[config.mk]
export PLATFORM = sky130hd
export DESIGN_NAME = mac_unit
export DESIGN_NICKNAME = d
export VERILOG_FILES = /design/src/rtl/mac_unit.sv
export SDC_FILE = /design/constraint.sdc
export NUM_CORES = 1
export LEC_CHECK = 0
export BUFFER_PORTS_ARGS = -buffer_cell sky130_fd_sc_hd__buf_4
export CAP_MARGIN = 20
export CORE_MARGIN = 4
export CORE_UTILIZATION = 25
export CTS_CLUSTER_SIZE = 14
export DETAILED_ROUTE_END_ITERATION = 8
export GPL_TIMING_DRIVEN = 1
export SYNTH_ARGS = -nofsm -noshare
export SYNTH_HDL_FRONTEND = slang
export SYNTH_SLANG_ARGS = --single-unit
[constraint.sdc]
create_clock -name clk -period 21.3 [get_ports clk]
set_input_delay 6.39 -clock clk [delete_from_list [all_inputs] [get_ports clk]]
set_output_delay 6.39 -clock clk [all_outputs]
set_load 0.03 [all_outputs]
[src/rtl/mac_unit.sv]
// Signed multiply-accumulate PE for the systolic array: forwards activation east and weight south, adds a*w to the upstream partial sum.
// Optional macro MAC_SATURATE_EN: saturating accumulation instead of two's-complement wrap.
module mac_unit #(
  parameter int DATA_W = 8,
  parameter int ACC_W  = 24
) (
  input  logic                     clk,
  input  logic                     rst,
  input  logic                     en,
  input  logic                     row_en,
  input  logic                     col_en,
  input  logic signed [DATA_W-1:0] activation_in,
  input  logic signed [DATA_W-1:0] weight_in,
  input  logic signed [ACC_W-1:0]  partial_sum_in,
  output logic signed [DATA_W-1:0] activation_out,
  output logic signed [DATA_W-1:0] weight_out,
  output logic signed [ACC_W-1:0]  partial_sum_out
);

  localparam int PROD_W = 2 * DATA_W;

  if (ACC_W < PROD_W) begin : g_bad_acc_w
    $error("mac_unit: ACC_W must be at least 2*DATA_W");
  end

  function automatic logic signed [ACC_W-1:0] acc_add(
    input logic signed [ACC_W-1:0] a,
    input logic signed [ACC_W-1:0] b
  );
    logic signed [ACC_W-1:0] s;
    s = a + b;
`ifdef MAC_SATURATE_EN
    // Same-sign operands producing an opposite-sign result means overflow.
    if ((a[ACC_W-1] == b[ACC_W-1]) && (s[ACC_W-1] != a[ACC_W-1])) begin
      s = a[ACC_W-1] ? {1'b1, {(ACC_W-1){1'b0}}} : {1'b0, {(ACC_W-1){1'b1}}};
    end
`endif
    return s;
  endfunction

  // ---- stage p0: operand isolation, multiply, accumulate (combinational)
  logic                     mac_p0;
  logic                     nz_p0;
  logic                     mul_p0;
  logic signed [DATA_W-1:0] opa_hold;
  logic signed [DATA_W-1:0] opb_hold;
  logic signed [DATA_W-1:0] mul_a_p0;
  logic signed [DATA_W-1:0] mul_b_p0;
  logic signed [PROD_W-1:0] a_ext_p0;
  logic signed [PROD_W-1:0] b_ext_p0;
  logic signed [PROD_W-1:0] prod_p0;
  logic signed [ACC_W-1:0]  prod_ext_p0;
  logic signed [ACC_W-1:0]  sum_p0;
  logic signed [ACC_W-1:0]  psum_next_p0;

  assign mac_p0 = en & row_en & col_en;
  assign nz_p0  = (activation_in != '0) && (weight_in != '0);
  assign mul_p0 = mac_p0 & nz_p0;

  // The multiplier sees the last useful operands unless a real product is needed.
  assign mul_a_p0    = mul_p0 ? activation_in : opa_hold;
  assign mul_b_p0    = mul_p0 ? weight_in     : opb_hold;
  assign a_ext_p0    = PROD_W'(mul_a_p0);
  assign b_ext_p0    = PROD_W'(mul_b_p0);
  assign prod_p0     = a_ext_p0 * b_ext_p0;
  assign prod_ext_p0 = ACC_W'(prod_p0);
  assign sum_p0      = acc_add(partial_sum_in, prod_ext_p0);
  assign psum_next_p0 = mul_p0 ? sum_p0 : partial_sum_in;

  always_ff @(posedge clk) begin
    if (mul_p0) begin
      opa_hold <= activation_in;
      opb_hold <= weight_in;
    end
  end

  // ---- stage p1: output registers toward east/south/downstream neighbours
  logic signed [DATA_W-1:0] act_p1;
  logic signed [DATA_W-1:0] wgt_p1;
  logic signed [ACC_W-1:0]  psum_p1;

  always_ff @(posedge clk) begin
    if (rst) begin
      act_p1  <= '0;
      wgt_p1  <= '0;
      psum_p1 <= '0;
    end else if (en) begin
      if (row_en) act_p1 <= activation_in;
      if (col_en) wgt_p1 <= weight_in;
      psum_p1 <= psum_next_p0;
    end
  end

  assign activation_out  = act_p1;
  assign weight_out      = wgt_p1;
  assign partial_sum_out = psum_p1;

endmodule

==> tab_implementation.tex, run 1 <==
\begin{tabular}{lr}
\hline
Metric & Value \\
\hline
\multicolumn{2}{l}{\textbf{Run status}} \\
\quad Outcome & finished, final reports clean \\
\multicolumn{2}{l}{\textbf{Worst setup path}} \\
\quad Data arrival time at the worst-slack endpoint & 13.26 ns \\
\quad Worst Setup Path Type & in -> reg \\
\quad Crit-path most repeated cell & fa\_1 \\
\quad Startpoint type of the worst setup path & input port \\
\quad Reg2Reg Capture Point & partial\_sum\_out[16] \\
\quad Cell with the largest stage delay on the worst path & fa\_1 \\
\quad Setup slack, reg-to-reg & 15.60 ns \\
\quad R2R Path Start & opa\_hold[7] \\
\quad Slowest stage delay, CP & 0.50 ns \\
\quad Largest driver fanout on the critical path & 59 \\
\quad Crit path cell chain & buf\_4, and2\_1, nand4\_4, buf\_4, mux2\_2, and2\_1, buf\_4, inv\_1, fa\_1, inv\_1, fa\_1, fa\_1, fa\_1, inv\_1, fa\_1, inv\_1, ha\_1, o21a\_1, a21oi\_2, o21ai\_2, a2111oi\_0, a21oi\_1, xnor2\_1, o221ai\_1 \\
\quad Crit. End Element & flip-flop \\
\quad Data required time of the critical path & 21.48 ns \\
\quad Number of cells on the worst reg-to-reg path & 21 \\
\multicolumn{2}{l}{\textbf{Place}} \\
\quad Quantity of I/O buffers inserted on ports & 84 \\
\quad Post-Place Cells & 1086 \\
\quad Final weighted congestion of routability-driven global placement & 0.8358 \\
\quad Placed Instance Area & 7398 µm² \\
\quad Final HPWL from detailed placement & 13.81 mm \\
\multicolumn{2}{l}{\textbf{Min path}} \\
\quad Endpoint with the worst hold slack & weight\_out[4] \\
\quad Number of instances on the worst hold path & 2 \\
\quad Path category of the worst min-delay check & reg -> reg \\
\quad Critical hold path startpoint & weight\_out[4] \\
\multicolumn{2}{l}{\textbf{STA}} \\
\quad Slew Viols, Final & 0 \\
\quad Final critical-path required period & 13.07 ns \\
\quad Tcrit/Tclk final & 0.6137 \\
\quad Worst Skew & 0.008121 ns \\
\quad Final-layout setup total negative slack & 0 ns \\
\quad Worst max-slew margin expressed relative to the limit & 0.2868 \\
\quad Final setup violation count & 0 \\
\quad Setup repair after global routing missed its margin & no \\
\quad Actual transition at the worst max-transition pin & 1.070 ns \\
\quad Fmax & 0.07650 GHz \\
\quad Final hold violation count & 0 \\
\multicolumn{2}{l}{\textbf{Cells and area}} \\
\quad Number of nets in the layout & 966 \\
\quad Ant. Diodes & 0 \\
\quad Final non-filler cell area & 7592 µm² \\
\quad Synth-to-layout area growth & 17.67\% \\
\quad Number of filler instances in the final layout & 2677 \\
\quad Final std cells w/o fill & 1094 \\
\quad Layout cells sized above 1 & 0.1571 \\
\multicolumn{2}{l}{\textbf{Detailed routing}} \\
\quad Routed Antenna Nets & 0 \\
\quad Detailed-route DRC error count & 0 \\
\quad Detailed Route Iter0 Violations & 233 \\
\quad Routed via count divided by cell count & 4.423 \\
\quad WL/cell & 15.16 µm \\
\quad DRT Pass-1 Iters & 4 \\
\quad Final WL & 16.58 mm \\
\quad Total number of vias & 4839 \\
\multicolumn{2}{l}{\textbf{Floorplan}} \\
\quad Die Span Y & 168.7 µm \\
\quad Starting density of the core & 0.2555 \\
\quad Core region area & 25250 µm² \\
\quad Total die area & 28440 µm² \\
\quad DIE WIDTH & 168.7 µm \\
\quad Number of core rows & 58 \\
\quad I/O pin cnt & 85 \\
\multicolumn{2}{l}{\textbf{Synth}} \\
\quad Post-synth design cell area & 6452 µm² \\
\quad Sequential cell area fraction in the yosys report & 0.1737 \\
\quad Most repeated cell in the gate-level netlist after synthesis & inv\_1 \\
\quad Async SR Flop Fraction & 0 \\
\quad Top cell type by total area after synthesis & fa\_1 \\
\quad Synthesis-stage register bit count & 56 \\
\quad Largest cells by area after synthesis & fa\_1 (32\%), dfxtp\_1 (17\%), ha\_1 (10\%) \\
\quad Post-synthesis cell type count & 58 \\
\quad Most instantiated flip-flop cell in the synthesis netlist & dfxtp\_1 \\
\quad Fraction of synthesized cell area taken by the top area cell type & 0.3227 \\
\quad Post-synthesis cell count & 691 \\
\quad Yosys warning count & 0 \\
\quad Mean instance size in the synthesized netlist & 9.338 µm² \\
\quad Number of enable flip-flop cells after synthesis & 0 \\
\quad Top cell types by occurrence after synthesis & inv\_1 (107), fa\_1 (104), nor2\_1 (69) \\
\quad Nets in the synthesized netlist & 894 \\
\multicolumn{2}{l}{\textbf{Clock network}} \\
\quad Number of sinks handled by clock tree synthesis & 56 \\
\quad Number of buffers inserted for hold repair after clock tree synthesis & 0 \\
\quad Insertion delay to the later sink of the worst-skew pair & 0.31 ns \\
\quad TritonCTS clock tree & done \\
\quad Number of buffers inserted by post-CTS setup repair & 0 \\
\quad Root Driver & clkbuf\_16 \\
\quad Maximum clock insertion buffer count & 2 \\
\quad \# resized after CTS & 0 \\
\quad H-tree levels & 2 \\
\quad TritonCTS buffer count & 5 \\
\quad CTS clock-pin slew for the worst setup and hold paths & 0.08 ns \\
\multicolumn{2}{l}{\textbf{Global route}} \\
\quad Maximum number of pins on one net before global-route repair & 60 \\
\quad Sum of overflow across all layers after global routing & 0 \\
\quad Number of antenna violations at the first check in global routing & 0 \\
\quad Vias in the first global route & 5105 \\
\quad Global Route Usage Sum & 0.1211 \\
\quad First-pass GRT wire length & 27.55 mm \\
\multicolumn{2}{l}{\textbf{Run}} \\
\quad Max\_cap viols & 0 \\
\hline
\end{tabular}
worst max path at each step:
stage / from / endpoint
finish: en / partial_sum_out[16]
floorplan: row_en / partial_sum_out[16]
global placement: en / partial_sum_out[16]
global route: en / partial_sum_out[16]
CTS: en / partial_sum_out[16]
detailed placement: en / partial_sum_out[16]
placed cells by master (no fill, tap or decap), types with 5 or more instances in the layout:
master / n
inv_1: 107
o21ai_0: 7
fa_1: 104
nor2b_1: 6
nand2_1: 67
a21oi_1: 36
mux2i_2: 6
inv_2: 8
and2_1: 5
nor2_1: 69
clkbuf_16: 5
buf_4: 86
dfxtp_1: 56
mux2i_1: 21
nand3_1: 15
a211oi_1: 18
xnor2_1: 13
nor3_1: 6
and3_1: 5
o21a_1: 5
ha_1: 54
registers in the layout, summed over array words and instances (netlist names):
signal and flops:
opb_hold 8, weight_out 8, partial_sum_out 24, opa_hold 8, activation_out 8
critical path: cells and delay by family:
family          cells  cell delay (ns)
compound gates      6             1.22
simple gates        3             0.70
xor+xnor            1             0.21
mux                 1             0.44
buf+inv             7             1.40
fa+ha+maj           6             2.81
routing by layer:
metal  part of all wire  vias up  track usage
met5                  0        -            0
met1               0.46     2335       0.1657
li1                   -     2384            -
met4              0.010        0      0.02788
met3              0.051        8      0.02078
met2               0.48      112       0.2009
cell families (layout without fill, tap and decap cells):
| logic type | Yosys count | after routing | share of synthesized area |
|---|---|---|---|
| compound gates | 96 | 96 | 0.09540 |
| buf+inv | 136 | 209 | 0.08435 |
| simple gates | 196 | 196 | 0.1402 |
| xor+xnor | 17 | 17 | 0.02307 |
| mux | 32 | 32 | 0.05585 |
| fa+ha+maj | 158 | 158 | 0.4274 |
| flops | 56 | 56 | 0.1737 |
area by class of cell:
cell class	instances	area, µm²	share of cell area
multi-input combinational	499	4787	0.6305
sequential	56	1121	0.1477
timing repair buffer	86	645.6	0.08504
inverter	115	431.7	0.05686
tap	330	412.9	0.05438
clock buffer	5	125.1	0.01648
clock inverter	3	68.82	0.009064
stage by stage:
step                hold WS [ns]  utilization  worst slack [ns]
detailed placement        0.4502       0.2930             7.892
CTS                       0.4607       0.3006             8.213
finish                    0.4587       0.3006             8.228
floorplan                 0.5088            -             8.917
global route              0.4875       0.3006             7.747
global placement          0.4465       0.2930             7.944
Power of run 1 is not shown: default switching activity piles up to over one toggle a cycle in this logic, so the estimate is an artifact.
==> inputs of run 2 (changes only) <==
clock period = 12.6 ns   (was 21.3 ns; I/O delays follow)
==> run 2 against run 1 <==
  * Non-clock buffer count rose by 1
  * Sequential cell count unchanged
  * Hold slack better by 0.0017 ns
  * Sequential share of layout area barely moved
  * Wire length grew 1.4%
  * Worst setup slack lost 6.0 ns
  * Register-to-register slack worse by 8.7 ns
  * Die area unchanged
  * Final cell count about the same
  * Critical path type unchanged
  * Largest cell class unchanged
==> tab_implementation.tex, run 2 (same netlist as run 1, synthesis figures left out) <==
\begin{tabular}{lr}
\hline
Metric & Value \\
\hline
\multicolumn{2}{l}{\textbf{Run status}} \\
\quad Outcome & finished, final reports clean \\
\multicolumn{2}{l}{\textbf{Cells and area}} \\
\quad Final std cells w/o fill & 1095 \\
\quad Ant. Diodes & 0 \\
\quad Area used by sequential logic in the layout & 1121 µm² \\
\quad Number of nets in the layout & 967 \\
\quad Number of filler instances in the final layout & 2674 \\
\quad Area of the multi-input gates & 4787 µm² \\
\quad Largest register FFs & 24 \\
\quad Final non-filler cell area & 7574 µm² \\
\quad Synth-to-layout area growth & 17.37\% \\
\quad Leading cell types in the layout, fill and taps excluded & inv\_1 (107), fa\_1 (104), buf\_4 (87) \\
\quad Layout cells sized above 1 & 0.1569 \\
\quad Most common cell after layout, fill and taps aside & inv\_1 \\
\multicolumn{2}{l}{\textbf{Clock network}} \\
\quad H-tree levels & 2 \\
\quad Number of sinks handled by clock tree synthesis & 56 \\
\quad TritonCTS clock tree & done \\
\quad CTS clock-pin slew for the worst setup and hold paths & 0.07 ns \\
\quad Maximum clock insertion buffer count & 2 \\
\quad Insertion delay to the later sink of the worst-skew pair & 0.32 ns \\
\quad Number of buffers inserted by post-CTS setup repair & 0 \\
\quad Number of buffers inserted for hold repair after clock tree synthesis & 0 \\
\quad TritonCTS buffer count & 5 \\
\quad Root Driver & clkbuf\_16 \\
\quad \# resized after CTS & 0 \\
\multicolumn{2}{l}{\textbf{Global route}} \\
\quad Vias in the first global route & 5157 \\
\quad Number of antenna violations at the first check in global routing & 0 \\
\quad Global Route Usage Sum & 0.1232 \\
\quad Sum of overflow across all layers after global routing & 0 \\
\quad Maximum number of pins on one net before global-route repair & 59 \\
\quad First-pass GRT wire length & 27.74 mm \\
\multicolumn{2}{l}{\textbf{Place}} \\
\quad Placed Instance Area & 7406 µm² \\
\quad Quantity of I/O buffers inserted on ports & 84 \\
\quad Final HPWL from detailed placement & 13.98 mm \\
\quad Post-Place Cells & 1087 \\
\quad Final weighted congestion of routability-driven global placement & 0.8378 \\
\multicolumn{2}{l}{\textbf{Detailed routing}} \\
\quad Detailed-route DRC error count & 0 \\
\quad WL/cell & 15.35 µm \\
\quad Routed via count divided by cell count & 4.458 \\
\quad Final WL & 16.80 mm \\
\quad Met2 wirelength from detailed routing & 8.057 mm \\
\quad Routed Antenna Nets & 0 \\
\quad WL met1 & 7.634 mm \\
\quad Total number of vias & 4882 \\
\quad DRT Pass-1 Iters & 4 \\
\quad Detailed Route Iter0 Violations & 216 \\
\quad Highest metal used & met4 \\
\quad Sum of met3 wire segment lengths after detailed routing & 888 µm \\
\multicolumn{2}{l}{\textbf{STA}} \\
\quad Tcrit/Tclk final & 0.8229 \\
\quad Slew Viols, Final & 0 \\
\quad Final-layout setup total negative slack & 0 ns \\
\quad Worst Skew & 0.009656 ns \\
\quad Setup repair after global routing missed its margin & no \\
\quad Final critical-path required period & 10.37 ns \\
\quad Final setup violation count & 0 \\
\quad Final hold violation count & 0 \\
\quad Worst hold slack across all endpoints & 0.4604 ns \\
\quad Fmax & 0.09645 GHz \\
\quad Actual transition at the worst max-transition pin & 1.048 ns \\
\quad Worst max-slew margin expressed relative to the limit & 0.3015 \\
\multicolumn{2}{l}{\textbf{Worst setup path}} \\
\quad Largest driver fanout on the critical path & 36 \\
\quad Crit. End Element & flip-flop \\
\quad Worst Setup Path Type & in -> reg \\
\quad Data arrival time at the worst-slack endpoint & 10.54 ns \\
\quad Startpoint type of the worst setup path & input port \\
\quad Setup slack, reg-to-reg & 6.89 ns \\
\quad Data required time of the critical path & 12.77 ns \\
\multicolumn{2}{l}{\textbf{Floorplan}} \\
\quad Die Span Y & 168.7 µm \\
\quad Number of core rows & 58 \\
\quad Starting density of the core & 0.2555 \\
\quad DIE WIDTH & 168.7 µm \\
\quad Core region area & 25250 µm² \\
\quad I/O pin cnt & 85 \\
\quad Total die area & 28440 µm² \\
\multicolumn{2}{l}{\textbf{Min path}} \\
\quad Path category of the worst min-delay check & reg -> reg \\
\multicolumn{2}{l}{\textbf{Run}} \\
\quad Max\_cap viols & 0 \\
\hline
\end{tabular}
## run 2: cell count changes in the layout (fill, tap and decap cells not counted), sizes merged
cell,change
buf,+1
bufinv,-1
clkbuf,+1
## run 2: final cells by class
cell class | instances | share of cell area
multi-input cells | 499 | 0.6321
flip-flops and latches | 56 | 0.1480
repair buffers | 87 | 0.08624
inverters | 115 | 0.05700
well taps | 330 | 0.05452
clock buffers | 6 | 0.01702
clock inverters | 2 | 0.005121
## run 2: path summary, 6_finish.rpt
check                    start                   to  depth (start not counted)
min reg2reg  activation_out[5]    activation_out[5]                          2
max reg2reg        opb_hold[1]  partial_sum_out[23]                         17
min          activation_out[5]    activation_out[5]                          2
max                     col_en  partial_sum_out[23]                         20
## run 2: worst max-delay path, cell delays in order
cell	delay, ns
buf_4	0.08
and2_1	0.38
nand4_4	0.72
mux2_2	0.56
and2_1	0.86
fa_1	0.56
inv_1	0.09
fa_1	0.44
fa_1	0.54
inv_1	0.05
fa_1	0.43
ha_1	0.29
ha_1	0.37
and4_4	0.24
and4_1	0.23
o211ai_1	0.16
nand4b_1	0.20
o31ai_1	0.29
xnor2_1	0.16
o22ai_1	0.09
## run 2: stage by stage
stage	setup slack, ns	util
after floorplan	2.827	-
after global placement	1.943	0.2933
after detailed placement	1.869	0.2933
after CTS	2.188	0.2999
after global routing	1.824	0.2999
final	2.232	0.2999
## run 2: layer usage
metal,vias to the layer above,track usage
li1,2384,-
met1,2372,0.1635
met2,112,0.2068
met3,14,0.02546
met4,0,0.02929
met5,-,0
Power of run 2 is left out for the same reason.
